$ cat src/rtl/result_serializer.sv
// result_serializer: streams a NUM_ELEMS-element result frame as two-element AXI-Stream beats
// ports: axi_clk/axi_rst clock and synchronous active-high reset; s_axis_* frame input;
//        m_axis_* beat output (tlast on the final beat); frame_count frames fully emitted (wraps);
//        busy high while a frame is being sent
module result_serializer #(
  parameter int ELEM_W = 16,
  parameter int NUM_ELEMS = 9,
  parameter int CNT_W = 16
) (
  input  logic                        axi_clk,
  input  logic                        axi_rst,
  input  logic                        s_axis_valid,
  input  logic [NUM_ELEMS*ELEM_W-1:0] s_axis_data,
  output logic                        s_axis_ready,
  output logic                        m_axis_tvalid,
  output logic [2*ELEM_W-1:0]         m_axis_tdata,
  output logic                        m_axis_tlast,
  input  logic                        m_axis_tready,
  output logic [CNT_W-1:0]            frame_count,
  output logic                        busy
);
  localparam int NB = (NUM_ELEMS + 1) / 2;
  localparam int BW = NB > 1 ? $clog2(NB) : 1;
  localparam logic [BW-1:0] LAST = BW'(NB - 1);
  typedef enum logic {IDLE, SEND} state_t;
  state_t state, state_nx;
  logic [BW-1:0] beat, beat_nx;
  logic [NUM_ELEMS*ELEM_W-1:0] hold;
  logic [2*NB*ELEM_W-1:0] padded;
  logic last_hs, cap;
  // zero-extension supplies the missing upper element of an odd-sized frame
  assign padded = (2*NB*ELEM_W)'(hold);
  assign last_hs = state == SEND && beat == LAST && m_axis_tready;
  assign s_axis_ready = state == IDLE || last_hs;
  assign cap = s_axis_valid && s_axis_ready;
  assign m_axis_tvalid = state == SEND;
  assign m_axis_tlast = state == SEND && beat == LAST;
  assign m_axis_tdata = state == SEND ? padded[beat*2*ELEM_W +: 2*ELEM_W] : '0;
  assign busy = state == SEND;
  always_comb begin
    state_nx = cap ? SEND : last_hs ? IDLE : state;
    beat_nx = (cap || last_hs) ? '0 : (state == SEND && m_axis_tready) ? beat + 1'b1 : beat;
  end
  always_ff @(posedge axi_clk) begin
    if (axi_rst) begin
      state <= IDLE;
      beat <= '0;
      hold <= '0;
      frame_count <= '0;
    end else begin
      state <= state_nx;
      beat <= beat_nx;
      if (cap) hold <= s_axis_data;
      if (last_hs) frame_count <= frame_count + 1'b1;
    end
  end
endmodule

$ cat config.mk
export PLATFORM = sky130hd
export DESIGN_NAME = result_serializer
export DESIGN_NICKNAME = d
export VERILOG_FILES = /design/src/rtl/result_serializer.sv
export SDC_FILE = /design/constraint.sdc
export NUM_CORES = 1
export LEC_CHECK = 0
export CORE_UTILIZATION = 50
export DETAILED_ROUTE_END_ITERATION = 16
export PLACE_DENSITY = 0.85
export SLEW_MARGIN = 20
export SYNTH_ARGS = -nofsm -noshare
export SYNTH_HDL_FRONTEND = slang
export SYNTH_SLANG_ARGS = --single-unit
$ cat constraint.sdc
create_clock -name axi_clk -period 3.4 [get_ports axi_clk]
set_input_delay 0.51 -clock axi_clk [delete_from_list [all_inputs] [get_ports axi_clk]]
set_output_delay 0.51 -clock axi_clk [all_outputs]
set_load 0.02 [all_outputs]
==> results by stage <==
Routing:
- Using the TritonRoute via totals, the vias-per-cell ratio works out to 5.36.
- After the first detailed-routing iteration, the DRC count stood at 464.
- The first TritonRoute pass finished after 4 iterations.
- The final antenna-violating net count is 0.
- The routed via count is 6297.
- After detailed routing, the average wire length per cell comes to 15.6 µm.
- After detailed routing, the number of remaining DRC violations is 0.
- The aggregate routed wire length is around 18000 µm.

Clocking:
- The total clock buffers created by CTS is 17.
- The clock sink count is 164.
- The clock reaches the later pin of the worst-skew pair after 0.43 ns.
- The clock root buffer is clkbuf_16.
- The clock passes through at most 2 buffers.
- Clock-pin slew was measured on the worst setup and hold paths at 0.06 ns.
- The clock tree from TritonCTS is yes.
- The maximum level of the CTS H-tree is 4.
- Buffers added to address setup during post-CTS repair amount to 0.

Setup path:
- Walking the worst path, the cells encountered are nor3_2, buf_4, a22o_1, clkdlybuf4s50_1.
- The worst-path maximum fanout is 30.
- The number of buffers and inverters on the critical path is 2.
- The maximum single-stage delay on the critical path is roughly 0.62 ns.
- For the worst setup path, the data required time is 2.89 ns.
- The launching element type of the critical path is a flip-flop.
- The type of element capturing the critical path is an output pin.
- The worst setup path category is reg2out.
- The data arrival time of the worst path is 2.69 ns.
- The category of cells accounting for the largest share of critical-path delay is buffers and inverters.
- The slowest cell on the critical path is clkdlybuf4s50_1.

GRT:
- In the global route stage, overall resource usage came out at 26.6%.
- The first global-routing pass estimated 29800 µm of wire.
- The initial antenna violation count was 0.
- The largest net degree at the start of global routing is 95.
- The remaining global-route overflow is 0.
- The number of global-route vias before repair was just over 6000.

Floorplanning:
- After floorplanning, the core was divided into 42 placement rows.
- For this configuration, the core starts out at a cell density of 51.7%.
- From bottom edge to top edge, the die measures 120 µm.
- The core region is 13300 µm².
- The die covers between 10000 and 15000 µm².
- Measured along the x axis, the die boundary spans between 100 and 150 µm.
- The number of I/O pins is 200.

Final layout:
- The signed area change from the synthesized netlist to the final layout is 39.5%.
- In the layout the commonest cells are 298 x nand2_1, 198 x clkdlybuf4s50_1, 162 x dfxtp_1.
- The net count of the finished layout is between 1000 and 1500.
- The number of antenna cells inserted is 0.
- The share of the core filled with cells is 72.1%.
- The post-route netlist has 9.12% of its cells at a drive strength greater than 1.
- After routing the design area is slightly below 10000 µm².
- Leaving out fill and tap cells, the most frequent cell in the layout is nand2_1.

Yosys:
- The total number of yosys warnings is 0.
- The flip-flop and latch count after synthesis is roughly 160.
- After synthesis, the netlist uses 33 different library cells.
- After synthesis, the mean cell area works out to around 8.5 µm².
- The share of synthesized area in the top cell type comes to 47.6%.
- Sequential cells were found to cover about 48% of the synthesized design area.
- The instance count of the mapped netlist is 813.
- After synthesis, the cell types taking the most area are dfxtp_1 48%, nand2_1 16%, a21oi_1 11%.
- The synthesized netlist occupies a cell area of just under 7000 µm².
- The number of nets handed over by synthesis was a little under 1000.
- The synthesized design spends more area on one cell type than any other, namely dfxtp_1.

Power and ir drop:
- The static power due to leakage is around 0.0035 µW.
- The power per standard cell area is roughly 470 nW/µm².
- The worst IR drop on VDD is approximately 330 µV.

Status:
- The flow ran to the end, and the final reports show no timing, DRC or antenna violations.

STA:
- The maximum clock frequency is about 310 MHz.
- Of the available clock period, the critical path in the final layout requires between 90% and 100%.
- The worst hold slack is about 0.42 ns.
- The shortest clock period the worst path allows after layout is ~3.2 ns.
- On the final layout, the worst clock skew is between 0.01 and 0.015 ns.
- The summed negative setup slack over all endpoints is 0 ns.
- Setup repair after global routing left no endpoint under its margin.
- Setup violations remaining at the end of the flow were counted as 0.
- The worst pin sits at a relative slew slack of between 40% and 50%.
- In the post-route analysis, the smallest setup slack over all paths is around 0.20 ns.
- The hold violation count in the final report is 0.
- The final max-slew violation count is 0.
- The slew at the pin with the worst max-slew slack is roughly 0.86 ns.

Hold path:
- The path class of the lowest-slack min-delay path is in2reg.

Job:
- The max capacitance violation total is 0.

Placed design:
- The HPWL after detailed placement is about 12000 µm.
- OpenSTA, run right after detailed placement, puts the worst setup slack at between 0.4 and 0.5 ns.
- The placement-stage cell area is between 9000 and 10000 µm².
- The count of buffers inserted at the top-level ports is 199.
- The last weighted congestion value of the routability-driven placer is roughly 0.81.
==> stage by stage <==
| step | power [µW] | cells |
|---|---|---|
| 2_1_floorplan | 2390 | 813 |
| 3_3_place_gp | 2660 | 1142 |
| 3_5_place_dp | 2670 | 1142 |
| 4_1_cts | 4510 | 1174 |
| 5_1_grt | 4660 | 1174 |
| 6_report | 4500 | 1174 |
==> what timing repair did <==
| item | 4_1_cts | 5_1_grt |
|---|---|---|
| hold buffers | 0 | 0 |
| resized for setup | 0 | 1 |
| setup endpoints to repair | 0 | 3 |
==> routing by layer <==
metal / track usage (%) / up-vias / share of wire (%)
met4: 10.8 / 0 / 2.5
met2: 43.5 / 231 / 49
met1: 32.6 / 2963 / 41
met5: 0 / - / 0
met3: 8.32 / 29 / 7.1
li1: - / 3074 / -
==> logic make-up after synthesis <==
| logic type | after synthesis | synth area share [%] |
|---|---|---|
| and+or+nand+nor | 358 | 21.2 |
| AOI/OAI and AO/OA | 172 | 13.6 |
| DFF | 164 | 47.6 |
| buffers and inverters | 70 | 4.77 |
| muxes | 35 | 10.9 |
| xor gates and xnor gates | 11 | 1.40 |
| adders and majority gates | 3 | 0.544 |
==> flip-flops by register name, indices dropped and copies added, names as in the netlist <==
| name | count |
|---|---|
| beat | 3 |
| busy | 1 |
| frame_count | 16 |
| hold | 144 |
==> cells in the mapped netlist <==
master    instances
nand2_1         298
dfxtp_1         164
a21oi_1         150
mux4_2           32
clkbuf_1         30
buf_2            26
a22o_1           16
and2_1           16
nor2_1           14
buf_4             9
xnor2_1           8
nor4_1            6
inv_1             5
nand3_1           4
nand4_1           4
or3_1             4
ha_1              3
nor3_1            3
o21ai_0           3
xor2_1            3
and4_1            2
nor2b_1           2
a21boi_1          1
a31o_2            1
and3_1            1
mux2_1            1
mux2_2            1
mux2i_1           1
nand2b_1          1
nand4_2           1
nor3_2            1
nor3b_1           1
o21ai_4           1
==> worst paths after layout <==
check	start	to	slack [ns]	depth (start not counted)
worst max register to register	beat[1]$_SDFFE_PP0P_	hold[104]$_SDFFE_PP0P_	0.69	7
worst min-delay path	axi_rst	hold[2]$_SDFFE_PP0P_	0.42	2
worst max-delay path	beat[1]$_SDFFE_PP0P_	m_axis_tdata[6]	0.20	4
worst min register to register	hold[90]$_SDFFE_PP0P_	hold[90]$_SDFFE_PP0P_	0.45	2
==> report_power, final <==
part | total (µW) | internal [µW] | switching, µW
combinational | 559 | 310 | 249
sequential | 2080 | 2020 | 56.6
clock | 1860 | 1110 | 750
total | 4500 | 3440 | 1060
==> cell type report <==
type	instances	area [µm²]
repair buffers	218	2220
multi-input cells	579	3310
clock inverters	10	106
well taps	176	220
fillers	1004	3720
clock buffers	22	464
inverters	5	18.8
flip-flops and latches	164	3290
No activity file was read; power rests on OpenSTA's default activity.
